===== config.mk =====
export PLATFORM = sky130hd
export DESIGN_NAME = float_lzc_arbiter
export DESIGN_NICKNAME = d
export VERILOG_FILES = /design/src/rtl/float_lzc_arbiter.sv
export SDC_FILE = /design/constraint.sdc
export NUM_CORES = 1
export LEC_CHECK = 0
export CAP_MARGIN = 10
export CORE_MARGIN = 5
export CORE_UTILIZATION = 49
export DETAILED_ROUTE_END_ITERATION = 7
export HOLD_SLACK_MARGIN = 0.05
export PLACE_DENSITY = 0.95
export SLEW_MARGIN = 10
export SYNTH_ARGS = -nofsm -noshare
export SYNTH_HDL_FRONTEND = slang
export SYNTH_SLANG_ARGS = --single-unit

===== constraint.sdc =====
create_clock -name clk -period 9.8 [get_ports clk]
set_input_delay 1.47 -clock clk [delete_from_list [all_inputs] [get_ports clk]]
set_output_delay 1.47 -clock clk [all_outputs]
set_load 0.01 [all_outputs]

===== src/rtl/float_lzc_arbiter.sv =====
// Round-robin shared leading-zero counter and normalizing shifter with a one-entry
// valid/ready result register. Define FLOAT_LZC_ARB_STATS_EN to add the stall_cnt output.
module float_lzc_arbiter #(
    parameter int NUM_REQ    = 4,
    parameter int DATA_WIDTH = 24,
    parameter int LZC_WIDTH  = 5,
    parameter int ID_WIDTH   = 2
) (
    input  logic                            clk,
    input  logic                            rst_n,
    input  logic [NUM_REQ-1:0]              req_valid,
    output logic [NUM_REQ-1:0]              req_ready,
    input  logic [NUM_REQ*DATA_WIDTH-1:0]   req_data,
    output logic                            out_valid,
    input  logic                            out_ready,
    output logic [ID_WIDTH-1:0]             out_id,
    output logic [LZC_WIDTH-1:0]            out_lzc,
    output logic [DATA_WIDTH-1:0]           out_data,
    output logic                            out_zero
`ifdef FLOAT_LZC_ARB_STATS_EN
    ,
    output logic [15:0]                     stall_cnt
`endif
);

    // Handshake: a transfer occurs on a rising edge where valid && ready are both high,
    // on each requester port and on the output port; valid never waits on ready.

    logic [ID_WIDTH-1:0]   r_ptr;
    logic                  r_out_valid;
    logic [ID_WIDTH-1:0]   r_out_id;
    logic [LZC_WIDTH-1:0]  r_out_lzc;
    logic [DATA_WIDTH-1:0] r_out_data;
    logic                  r_out_zero;

    logic [ID_WIDTH-1:0]   w_winner;
    logic                  w_any;
    logic                  w_can_load;
    logic                  w_grant;
    logic [DATA_WIDTH-1:0] w_sel;
    logic [LZC_WIDTH-1:0]  w_lzc;
    logic [DATA_WIDTH-1:0] w_norm;
    logic                  w_zero;
    logic [ID_WIDTH-1:0]   w_ptr_next;

    function automatic logic [ID_WIDTH-1:0] rr_index(input logic [ID_WIDTH-1:0] base,
                                                      input int k);
        int s;
        s = int'(base) + k;
        if (s >= NUM_REQ) s = s - NUM_REQ;
        return ID_WIDTH'(s);
    endfunction

    // Scan from the farthest offset back to ptr so the last hit is the first in rotation.
    always_comb begin
        w_winner = '0;
        w_any    = 1'b0;
        for (int k = NUM_REQ - 1; k >= 0; k--) begin
            if (req_valid[rr_index(r_ptr, k)]) begin
                w_winner = rr_index(r_ptr, k);
                w_any    = 1'b1;
            end
        end
    end

    assign w_can_load = !r_out_valid || out_ready;
    assign w_grant    = w_any && w_can_load && rst_n;

    always_comb begin
        req_ready = '0;
        if (w_grant) req_ready[w_winner] = 1'b1;
    end

    always_comb begin
        w_sel = '0;
        for (int i = 0; i < NUM_REQ; i++) begin
            if (w_winner == ID_WIDTH'(i)) w_sel = req_data[i*DATA_WIDTH +: DATA_WIDTH];
        end
    end

    // Highest set bit wins because later iterations overwrite earlier ones.
    always_comb begin
        w_lzc = LZC_WIDTH'(DATA_WIDTH);
        for (int i = 0; i < DATA_WIDTH; i++) begin
            if (w_sel[i]) w_lzc = LZC_WIDTH'(DATA_WIDTH - 1 - i);
        end
    end

    assign w_norm     = w_sel << w_lzc;
    assign w_zero     = (w_sel == '0);
    assign w_ptr_next = (w_winner == ID_WIDTH'(NUM_REQ - 1)) ? '0 : w_winner + 1'b1;

    always_ff @(posedge clk or negedge rst_n) begin
        if (!rst_n) begin
            r_ptr       <= '0;
            r_out_valid <= 1'b0;
            r_out_id    <= '0;
            r_out_lzc   <= '0;
            r_out_data  <= '0;
            r_out_zero  <= 1'b0;
        end else if (w_grant) begin
            r_out_valid <= 1'b1;
            r_out_id    <= w_winner;
            r_out_lzc   <= w_lzc;
            r_out_data  <= w_norm;
            r_out_zero  <= w_zero;
            r_ptr       <= w_ptr_next;
        end else if (out_ready) begin
            r_out_valid <= 1'b0;
        end
    end

    assign out_valid = r_out_valid;
    assign out_id    = r_out_id;
    assign out_lzc   = r_out_lzc;
    assign out_data  = r_out_data;
    assign out_zero  = r_out_zero;

`ifdef FLOAT_LZC_ARB_STATS_EN
    logic [15:0] r_stall_cnt;

    always_ff @(posedge clk or negedge rst_n) begin
        if (!rst_n) begin
            r_stall_cnt <= '0;
        end else if (r_out_valid && !out_ready && (r_stall_cnt != 16'hFFFF)) begin
            r_stall_cnt <= r_stall_cnt + 16'd1;
        end
    end

    assign stall_cnt = r_stall_cnt;
`endif

endmodule


==> metrics.yaml, run 1 <==
layout_common_cells: "clkdlybuf4s50_1 (138), nand2_1 (45), nor2_1 (39), dfrtp_1 (35), mux2i_1 (28)"
cp_max_fo: 20
fin_skew_ps: 6.02
end_kind: "register"
fin_setup_tns_ps: 0
cts.sinks: 35
cp.arrival_ps: 6950
tritoncts: "built"
synthDistinctLibCells: 70
crit_type: "input pin to register"
io_buffers: 139
holdPathStages: 2
postCtsSetupBuffers: 0
synth.avg_cell_area_sq_um: 8.15
seq_area_frac_synth_pct: 23.4
hold_end: "out_data[1]$_DFFE_PN0P_"
ios: 140
drt_iter0_drc: 285
drc_errors: 0
root_buffer: "clkbuf_8"
syn_area_sq_um: 3740
r2r_cells: 16
die_area_sq_um: 9480
initial_core_util_pct: 51.0
layout_worst_path_cycle_share_pct: 69.3
worstHoldStart: "out_data[1]$_DFFE_PN0P_"
ys_seq_elements: 35
status: "completed"
rsz0062_at_grt: "no"
dieWidth_microns: 97.4
r2r_end: "out_data[22]$_DFFE_PN0P_"
core_sq_um: 7330
ant_nets: 0
cp-start-kind: "input pin"
hold_buffers: 0
grt_pass1_wl_microns: 22600
synth_edf_count: 0
ir_drop_uv: 194
n_fill_cell: 574
clockBufferDepth: 2
crit_path_max_incr_delay_ps: 610
gr-total-overflow: 0
area_growth_pct: 41.1
synth_warnings: 0
final_area_sq_um: 5270
firstDrtPassIters: 5
r2r_start: "r_ptr[0]$_DFFE_PN0P_"
cts_resized: 0
utilization_pct: 71.9
vias: 4510
drv_cap: 0
worstHoldPathType: "register to register"
h-tree-depth: 2
min_period_ps: 6790
setup_violations: 0
r2r_setup_slack_ps: 4400
cp_cell_sequence: "clkdlybuf4s50_1, inv_1, nor2_1, a21oi_1, o21ai_0, a21oi_1, inv_1, ha_1, nand2b_1, o21ai_0, a211oi_2, a2111oi_2, and2_1, a21o_1, mux2i_1, a21oi_1, a222oi_1, o221ai_1"
hold_viol: 0
avgViaCountPerCell: 6.61
timing.slew.headroom_pct: 32.8
antenna_found_initial: 0
worst_pin_slew_ps: 1000
hpwlAfterDp_microns: 11100
drt_wl_total_microns: 14200
fmax_mhz: 147
synth_async_sr_flop_share_pct: 100
p_leak_uw: 0.00209
clkSlewWorstSetupHoldPaths_ps: 70
place_congestion: 0.970
startpoint: "req_valid[0]"
grt_pass1_vias: 4437
die_y_microns: 97.4
final_net_count: 689
cpMostUsedCell: "a21oi_1"
syn_nets: 566
grt_usage_pct: 28.7
cts-buffers-inserted: 5
drv_slew: 0
grt_max_degree: 46
rows: 31
final_common_cell: "clkdlybuf4s50_1"
required_ps: 9960
detail_route.wl_per_cell_microns: 20.8
final_layout_size_suffix_gt1_share_pct: 8.75
cpMaxStageDelayCell: "a21o_1"
placed_cell_area_sq_um: 5160
antenna_cells: 0
p_per_area_nw_per_um2: 370
yosys_most_used_dff: "dfrtp_1"
clock_latency_ps: 300
syn_inst: 459
[power breakdown]
group          switching [uW]  leakage (uW)  internal [uW]
Sequential               36.3      0.000435            203
Combinational             908       0.00160            671
Clock                    58.0     0.0000581           75.7
[metrics by stage]
step / hold slack [ps] / power (uW) / std cells / worst slack, ps
6_report: 486 / 1950 / 682 / 3010
5_1_grt: 519 / 2070 / 682 / 2690
4_1_cts: 490 / 1910 / 682 / 3180
3_5_place_dp: 472 / 1780 / 674 / 2870
3_3_place_gp: 460 / 1750 / 674 / 3130
2_1_floorplan: 506 / 1340 / 459 / 4660
[final cells by class]
type | count | area (sq um) | share of cell area (%)
timing repair buffer | 146 | 1440 | 27.3
clock inverter | 3 | 43.8 | 0.830
clock buffer | 5 | 68.8 | 1.30
multi-input combinational | 383 | 2680 | 50.8
inverter | 11 | 41.3 | 0.783
tap | 99 | 124 | 2.35
sequential | 35 | 876 | 16.6
[metal layers]
metal | vias to the layer above | routed length [microns] | global-route usage, %
li1 | 2035 | - | -
met1 | 2198 | 5800 | 35.8
met3 | 39 | 1020 | 6.03
met5 | - | 0 | 0
met2 | 238 | 7010 | 49.7
met4 | 0 | 332 | 8.84
[Yosys cell counts (all sizes together), types with 8 or more instances]
master / count / area share [%]
nand2: 45 / 4.5
nor2: 39 / 3.9
dfrtp: 35 / 23
mux2i: 28 / 7.5
o21ai: 26 / 3.5
buf: 19 / 3.1
a21oi: 18 / 2.4
o22ai: 18 / 3.0
a221oi: 16 / 4.4
mux2: 14 / 4.6
a22oi: 12 / 2.4
a211oi: 11 / 2.3
and2: 11 / 1.8
clkbuf: 11 / 1.1
inv: 11 / 1.1
o211ai: 11 / 2.3
a22o: 8 / 1.9
nand2b: 8 / 1.3
or2: 8 / 1.3
[critical path: cells and delay by family]
family / cells / cell delay (ps)
AO/OA/AOI/OAI: 10 / 2800
AND/OR/NAND/NOR: 3 / 970
buffers and inverters: 3 / 800
adder cells (fa/ha/maj): 1 / 550
multiplexers: 1 / 370
[kinds of logic (layout without fill, tap and decap cells)]
logic type | after synthesis | after routing | share of synthesized area, %
multiplexers | 43 | 43 | 12.7
adder cells (fa/ha/maj) | 4 | 4 | 1.34
AO/OA/AOI/OAI | 185 | 185 | 37.3
flip-flops | 35 | 35 | 23.4
AND/OR/NAND/NOR | 151 | 151 | 19.9
buffers and inverters | 41 | 165 | 5.32
[flip-flops by register name, indices dropped and copies added, names as in the netlist]
name / count
out_data: 24
out_id: 2
out_lzc: 5
out_valid: 1
out_zero: 1
r_ptr: 2
[how the worst max path moves through the flow]
| stage | endpoint | slack, ps | depth (start not counted) |
|---|---|---|---|
| 5_1_grt | out_data[22]$_DFFE_PN0P_ | 2690 | 18 |
| 3_5_place_dp | out_data[15]$_DFFE_PN0P_ | 2870 | 18 |
| 3_3_place_gp | out_data[15]$_DFFE_PN0P_ | 3130 | 18 |
| 4_1_cts | out_data[15]$_DFFE_PN0P_ | 3180 | 18 |
| 2_1_floorplan | out_data[15]$_DFFE_PN0P_ | 4660 | 19 |
| 6_report | out_data[22]$_DFFE_PN0P_ | 3010 | 18 |
No activity file was read; power rests on OpenSTA's default activity.
==> run 2: changes to the inputs <==
Settings changed: CORE_UTILIZATION 49 to 41, PLACE_DENSITY 0.95 to 0.89.
Clock period 9.8 ns to 6 ns, I/O delays scaled along.
==> metrics.yaml, run 2 (synthesis results as in run 1) <==
gr-total-overflow: 0  # unchanged
rsz0062_at_grt: "no"
setup_violations: 0  # unchanged
h-tree-depth: 2  # unchanged
worstHoldPathType: "register to register"
core_sq_um: 8810  # +20%
ir_drop_uv: 290  # +50%
hpwlAfterDp_microns: 11300  # +1.7%
startpoint: "req_valid[0]"
io_buffers: 139  # unchanged
r2r_end: "out_data[22]$_DFFE_PN0P_"
min_period_ps: 5590
firstDrtPassIters: 7  # +2
grt_pass1_wl_microns: 22300  # -1.6%
dieWidth_microns: 105  # +8.4%
hold_viol: 0  # unchanged
antenna_found_initial: 0  # unchanged
grt_pass1_vias: 4448  # +0.25%
place_congestion: 0.942  # -2.9%
cts-buffers-inserted: 5  # unchanged
hold_buffers: 0  # unchanged
p_per_area_nw_per_um2: 605  # +63%
detail_route.wl_per_cell_microns: 19.8  # -4.6%
cp.arrival_ps: 5730  # -1220 ps
area_growth_pct: 43.8
worst_pin_slew_ps: 926  # -74.1 ps
route.top_layer_used: "met4"
antenna_cells: 0  # unchanged
cts_resized: 0  # unchanged
vias: 4497  # -0.29%
cp_max_fo: 19  # -5.0%
layout_worst_path_cycle_share_pct: 93.2
drv_slew: 0  # unchanged
timing.slew.headroom_pct: 38.3  # +5.5 points
final_layout_size_suffix_gt1_share_pct: 10.6  # +1.8 points
wl_met1_microns: 5710  # -1.4%
p_leak_uw: 0.00215  # +2.8%
drt_wl_total_microns: 13900  # -1.7%
drt_iter0_drc: 269  # -5.6%
initial_core_util_pct: 42.5  # -8.5 points
clock_latency_ps: 280  # -20 ps
fin_skew_ps: 5.81  # -0.216 ps
route.met2.wl_microns: 6970  # -0.61%
end_kind: "register"
final_net_count: 701  # +1.7%
fmax_mhz: 179
grt_usage_pct: 24.0  # -4.7 points
clockBufferDepth: 2  # unchanged
r2r_cells: 15  # -1
grt_max_degree: 46  # unchanged
drv_cap: 0  # unchanged
clkSlewWorstSetupHoldPaths_ps: 70  # about the same
cts.sinks: 35  # unchanged
die_area_sq_um: 11100  # +17%
utilization_pct: 61.0  # -11 points
avgViaCountPerCell: 6.40  # -3.3%
layout_common_cells: "clkdlybuf4s50_1 (138), nand2_1 (45), nor2_1 (39), dfrtp_1 (35), mux2i_1 (28)"
required_ps: 6140  # -3820 ps
root_buffer: "clkbuf_8"
r2r_start: "r_ptr[0]$_DFFE_PN0P_"
postCtsSetupBuffers: 0  # unchanged
tritoncts: "built"
endpoint: "out_data[22]$_DFFE_PN0P_"
r2r_setup_slack_ps: 1240  # -3160 ps
met3WireLength_microns: 907  # -11%
crit_type: "input pin to register"
die_y_microns: 105  # +8.4%
cp-start-kind: "input pin"
largest_reg_flops: 24  # unchanged
status: "completed"
ant_nets: 0  # unchanged
drc_errors: 0  # unchanged
rows: 34  # +9.7%
final_common_cell: "clkdlybuf4s50_1"
ios: 140  # unchanged
fin_setup_tns_ps: 0  # unchanged
## run 2: cell count changes in the layout (fill, tap and decap cells not counted), sizes merged
cell,previous run,this run
buf,8,19
clkbuf,5,6
## run 2: final cells by class
type	instances	area, sq um
inverter	11	41.3
clock buffer	5	68.8
sequential	35	876
clock inverter	3	43.8
timing repair buffer	158	1530
multi-input combinational	383	2680
fill	816	3430
tap	108	135
## run 2: how the worst min path moves through the flow
stage,startpoint,endpoint,cells after the start
2_1_floorplan,r_ptr[1]$_DFFE_PN0P_,r_ptr[1]$_DFFE_PN0P_,2
3_3_place_gp,out_lzc[2]$_DFFE_PN0P_,out_lzc[2]$_DFFE_PN0P_,2
3_5_place_dp,out_lzc[2]$_DFFE_PN0P_,out_lzc[2]$_DFFE_PN0P_,2
4_1_cts,out_lzc[2]$_DFFE_PN0P_,out_lzc[2]$_DFFE_PN0P_,2
5_1_grt,out_id[1]$_DFFE_PN0P_,out_id[1]$_DFFE_PN0P_,2
6_report,out_lzc[2]$_DFFE_PN0P_,out_lzc[2]$_DFFE_PN0P_,2
## run 2: metrics by stage
stage / hold slack [ps] / total power, uW / cell area [sq um] / setup slack [ps] / instances
6_report: 476 / 3250 / 5380 / 408 / 703
5_1_grt: 508 / 3470 / 5380 / 129 / 703
4_1_cts: 484 / 3200 / 5380 / 501 / 703
3_5_place_dp: 466 / 2990 / 5260 / 215 / 695
3_3_place_gp: 463 / 2970 / 5260 / 337 / 695
2_1_floorplan: 506 / 2190 / 3740 / 1430 / 459
## run 2: routing by layer
layer,track usage (%),up-vias
met1,30.0,2199
li1,-,2056
met4,6.38,0
met3,3.97,28
met5,0,-
met2,42.8,214
## run 2: critical path, cell delays in order
cell	delay [ps]
clkdlybuf4s50_1	510
inv_1	130
nor2_1	60
a21oi_1	110
o21ai_0	80
a21oi_1	290
ha_1	460
or2_1	620
a221o_1	260
a211oi_2	90
a2111oi_2	390
and2_1	260
a21o_1	290
mux2i_1	320
a21oi_1	140
a222oi_1	600
o221ai_1	210
## run 2: report_power, final
group | internal [uW] | switching (uW)
Sequential | 331 | 58.7
Combinational | 1160 | 1490
Clock | 124 | 86.4
Total | 1620 | 1630
